<file path="src/rtl/nco_lut_reader.sv">
// nco_lut_reader: numerically controlled oscillator front end.
// Advances a phase accumulator on every enabled cycle, issues one read per
// enabled cycle to the 256x16 waveform SRAM, and captures the returned word
// two edges later as a validated sample stream.
//
// Build option: define NCO_QUARTER_WAVE_EN when the SRAM holds a quarter sine
// wave. The two top phase bits then select the quadrant; odd quadrants read the
// table mirrored and the upper half-cycle negates the captured word. Latency
// is the same in both builds.
module nco_lut_reader #(
    parameter int PHASE_W = 24,
    parameter int ADDR_W  = 8,
    parameter int DATA_W  = 16
) (
    input  logic               clk,
    input  logic               rst_n,
    input  logic               en,
    input  logic               clr,
    input  logic               fcw_load,
    input  logic [PHASE_W-1:0] fcw_in,
    input  logic [PHASE_W-1:0] phase_off,
    output logic               ram_csb,
    output logic [ADDR_W-1:0]  ram_addr,
    input  logic [DATA_W-1:0]  ram_dout,
    output logic [DATA_W-1:0]  sample_out,
    output logic               sample_valid
);

    logic [PHASE_W-1:0] acc_r;
    logic [PHASE_W-1:0] fcw_reg_r;
    logic [ADDR_W-1:0]  addr_next_s;
    logic [DATA_W-1:0]  capture_s;
    // High while the SRAM holds a registered read whose data is due at the next edge.
    logic               rd_pend_r;

`ifdef NCO_QUARTER_WAVE_EN
    localparam int LO_W = PHASE_W - ADDR_W - 2;

    logic [1:0]         quad_s;
    logic [ADDR_W-1:0]  idx_s;
    logic [LO_W-1:0]    phase_lo_unused_s;
    // Sign of the read being issued, then of the read the SRAM is serving.
    logic               neg_issue_r;
    logic               neg_pend_r;

    // Split the offset phase into quadrant and table index; mirror odd quadrants.
    always_comb begin
        {quad_s, idx_s, phase_lo_unused_s} = acc_r + phase_off;
        if (quad_s[0]) begin
            addr_next_s = ~idx_s;
        end else begin
            addr_next_s = idx_s;
        end
    end

    // Restore the sign of the upper half-cycle on the word being captured.
    always_comb begin
        if (neg_pend_r) begin
            capture_s = {DATA_W{1'b0}} - ram_dout;
        end else begin
            capture_s = ram_dout;
        end
    end

    // Carry the quadrant sign bit alongside the read through the SRAM stage.
    always_ff @(posedge clk) begin
        if (!rst_n) begin
            neg_issue_r <= 1'b0;
            neg_pend_r  <= 1'b0;
        end else begin
            neg_pend_r <= neg_issue_r;
            if (!clr && en) begin
                neg_issue_r <= quad_s[1];
            end else begin
                neg_issue_r <= neg_issue_r;
            end
        end
    end
`else
    logic [PHASE_W-ADDR_W-1:0] phase_lo_unused_s;

    // Full-wave table: the top phase bits address the SRAM directly.
    always_comb begin
        {addr_next_s, phase_lo_unused_s} = acc_r + phase_off;
    end

    // Full-wave table: the SRAM word is the sample.
    always_comb begin
        capture_s = ram_dout;
    end
`endif

    // Tuning word register, phase accumulator and SRAM read request.
    always_ff @(posedge clk) begin
        if (!rst_n) begin
            fcw_reg_r <= {PHASE_W{1'b0}};
            acc_r     <= {PHASE_W{1'b0}};
            ram_csb   <= 1'b1;
            ram_addr  <= {ADDR_W{1'b0}};
        end else begin
            if (fcw_load) begin
                fcw_reg_r <= fcw_in;
            end else begin
                fcw_reg_r <= fcw_reg_r;
            end

            // Clear wins over enable; reads already in the SRAM still complete.
            if (clr) begin
                acc_r    <= {PHASE_W{1'b0}};
                ram_csb  <= 1'b1;
                ram_addr <= ram_addr;
            end else if (en) begin
                acc_r    <= acc_r + fcw_reg_r;
                ram_csb  <= 1'b0;
                ram_addr <= addr_next_s;
            end else begin
                acc_r    <= acc_r;
                ram_csb  <= 1'b1;
                ram_addr <= ram_addr;
            end
        end
    end

    // Follow each read through the SRAM register stage and capture its data.
    always_ff @(posedge clk) begin
        if (!rst_n) begin
            rd_pend_r    <= 1'b0;
            sample_valid <= 1'b0;
            sample_out   <= {DATA_W{1'b0}};
        end else begin
            rd_pend_r    <= ~ram_csb;
            sample_valid <= rd_pend_r;
            if (rd_pend_r) begin
                sample_out <= capture_s;
            end else begin
                sample_out <= sample_out;
            end
        end
    end

endmodule

</file>
<file path="config.mk">
export PLATFORM = sky130hd
export DESIGN_NAME = nco_lut_reader
export DESIGN_NICKNAME = d
export VERILOG_FILES = /design/src/rtl/nco_lut_reader.sv
export SDC_FILE = /design/constraint.sdc
export NUM_CORES = 1
export LEC_CHECK = 0
export ABC_CLOCK_PERIOD_IN_PS = 2460
export CAP_MARGIN = 10
export CORE_AREA = 2 2 134 123
export DETAILED_ROUTE_END_ITERATION = 10
export DIE_AREA = 0 0 136 125
export GPL_ROUTABILITY_DRIVEN = 0
export PLACE_DENSITY = 0.63
export SLEW_MARGIN = 20
export SYNTH_ARGS = -nofsm -noshare
export SYNTH_HDL_FRONTEND = slang
export SYNTH_SLANG_ARGS = --single-unit
export TNS_END_PERCENT = 10
</file>
<file path="constraint.sdc">
create_clock -name clk -period 2.46 [get_ports clk]
set_input_delay 0.492 -clock clk [delete_from_list [all_inputs] [get_ports clk]]
set_output_delay 0.492 -clock clk [all_outputs]
set_load 0.01 [all_outputs]
</file>
==> metrics <==
cts hold-fix bufs=0; crit share post-route=101%; Synth Area in Adders=12.8%; n_diodes=0; sequential fraction of the synthesis area=32.9%; H-tree depth=3; Post-synth EDFFs=0; failing checks=negative setup slack; Synth Net Count=626; initial cell density of the core=29.0%; sequential share of power=38.8%; largest net degree at the start of global routing=33; fin worst setup slack=-0.0128 ns; FP Rows=44; #FFs+latches synth=75; Root Buffer=clkbuf_16; CTS tree=yes; Vias=4,168; die area=17,000 sq um; Num CTS Buffers=9; Peak VDD IR=0.375 mV; First-pass DRT Iterations=4; DP HPWL=9.57 mm; run status=finished, violations left; Pleak=2.76 nW; maximum clock frequency=404 MHz; drt first-iter violations=132; type of the tightest min-delay check=reg2reg; post-synthesis mux area share=12.1%; YS warnings=0; Yosys top cell area share=32.9%; Core Util, Final=40.7%; worst-margin pin slew=0.447 ns; Post-synth top cells=dfxtp_1, nor2_1, mux2i_1, ha_1, a21oi_1; clk sink count=75; Net Switching=786 uW; slowest CP cell=clkdlybuf4s50_1; worst-path fanout max=3; crit path capture type=flop; Synth Instances=511; Worst Path Arrival=2.69 ns; minimum clock period after layout=2.47 ns; Comb power frac=15.8%; met1 wire length=5.75 mm; synth top area cells=dfxtp_1, ha_1, mux2i_1; largest family of logic cells by synthesized area=compound AO/OA/AOI/OAI gates; peak per-stage delay on the critical path=0.41 ns; final max-slew violation count=0; Finished Layout Cells=845; Clk pwr share=45.3%; Cell Int Power=2.56 mW; DR WL met2=5.81 mm; first-pass GRT wire length=20.5 mm; Critical Path RT=2.68 ns; share of layout cells above drive strength 1=13.3%; sw frac=23.5%; # setup viols final=1; initial antenna violation count=0; CTS max path bufs=2; routed vias/inst=4.93; ys flop type=dfxtp_1; Die W=136 microns; Synth Area in Compound Gates=19.1%; Worst Setup Start Kind=input pin; Highest Signal Layer=met4; crit-path leading delay family=simple AND/OR/NAND/NOR gates; die height=125 microns; Post-Synthesis Cell Area=4560 sq um; Buf+Inv Stages, Crit Path=1; Rel. slew slack=70.2%; Yosys cell types=56; port bufs=94; area leader, netlist=dfxtp_1; post-route ant nets=0; drt wl/cell=15.1 microns; final clock skew=0.00545 ns; Layout Nets=748; final hold vios=0; Synth async-reset ratio=0%; Setup CP Type=in2reg; Simple-Gate Fraction of Synth Area=16.3%; power density cells=523 nW/um^2; Area Overhead vs Synth=40.5%; syn_area_per_cell=8.93 sq um; DP Cell Count=826; Clk Latency, worst-skew pair=0.34 ns; Most common cell on crit path=a21o_1; drc violations=0; grt ovf=0; vias in the first global route=4,254; Routed WL=12.7 mm; core area=15,700 sq um; RSZ-0062 raised after global routing=true; crit-path cells=clkdlybuf4s50_1 > ha_1 > a21o_1 > nor2b_1 > o21ai_1 > a21o_1 > nor2_2 > a31oi_2 > and4b_1 > or3_1; max-cap viol count=0; Worst-path clk slew=0.06 ns; GRT Total Usage=15.2%; I/O pins=95; XOR/XNOR share of the synthesized area=4.80%; met3 WL post-DR=950 microns
## cell usage in the layout, fill, tap and decap left out, drive strengths merged, types with 11 or more instances in the layout
| cell | count |
|---|---|
| clkdlybuf4s50 | 94 |
| a21oi | 44 |
| ha | 45 |
| xnor2 | 17 |
| a21o | 18 |
| nand3 | 12 |
| buf | 37 |
| dfxtp | 75 |
| nand2 | 28 |
| clkbuf | 11 |
| mux2i | 55 |
| nor2 | 76 |
| o21ai | 20 |
## per-stage QoR
stage | setup TNS (ns) | hold WS [ns] | area, sq um | setup slack [ns] | power (mW)
CTS | 0 | 0.462 | 6310 | 0.00345 | 3.38
global route | -0.286 | 0.487 | 6410 | -0.122 | 3.50
finish | -0.0128 | 0.461 | 6410 | -0.0128 | 3.35
detailed placement | -1.75 | 0.442 | 5940 | -0.362 | 1.84
global placement | -1.45 | 0.420 | 5940 | -0.312 | 1.83
floorplan | 0 | 0.443 | 4560 | 0.00890 | 1.60
## what timing repair did
action / CTS / global route
buffers inserted: 1 / 2
setup endpoints to repair: 3 / 7
gates resized for setup: 4 / 15
pin swaps: 2 / 14
## cells by family after synthesis
logic type      count (synthesis)
flops                          75
compound gates                126
fa+ha+maj                      46
buf+inv                        24
mux                            55
xor+xnor                       25
simple gates                  160
## metal layers
metal  global-route usage (%)  up-vias
met5                        0        -
met4                     5.21        0
met3                     4.58       17
met2                     24.7      130
met1                     19.0     1923
li1                         -     2098
## final cells by class
type                    count  area (sq um)
fillers                  1547          9330
multi-input cells         412          3070
flip-flops and latches     75          1500
repair buffers            131          1220
well taps                 207           259
clock buffers              11           243
clock inverters             5           100
inverters                   4          15.0
## path summary, 6_finish.rpt
check / cells after the start / to / slack (ns) / startpoint
hold reg to reg: 2 / ram_addr[4] / 0.46 / ram_addr[4]
setup / recovery: 10 / ram_addr[5] / -0.01 / phase_off[15]
hold / removal: 2 / ram_addr[4] / 0.46 / ram_addr[4]
setup reg to reg: 10 / acc_r[16] / 0.10 / acc_r[0]
## tightest hold or removal path, delay by kind of cell (launching register included)
family,cells,cell delay [ns]
compound gates,1,0.05
flops,1,0.31
simple gates,1,0.06
## power groups by stage
stage	Sequential, mW	Combinational, mW	Clock, mW
after detailed placement	1.33	0.516	0
after global placement	1.33	0.500	0
after floorplan	1.32	0.278	0
after CTS	1.30	0.521	1.56
final	1.30	0.531	1.52
after global routing	1.31	0.583	1.61
## registers in the layout, indices dropped and copies added (netlist names)
| signal | count |
|---|---|
| acc_r | 24 |
| fcw_reg_r | 24 |
| sample_out | 16 |
| ram_addr | 8 |
| ram_csb | 1 |
| rd_pend_r | 1 |
| sample_valid | 1 |
Note: power is estimated with default switching activity, not from simulation.
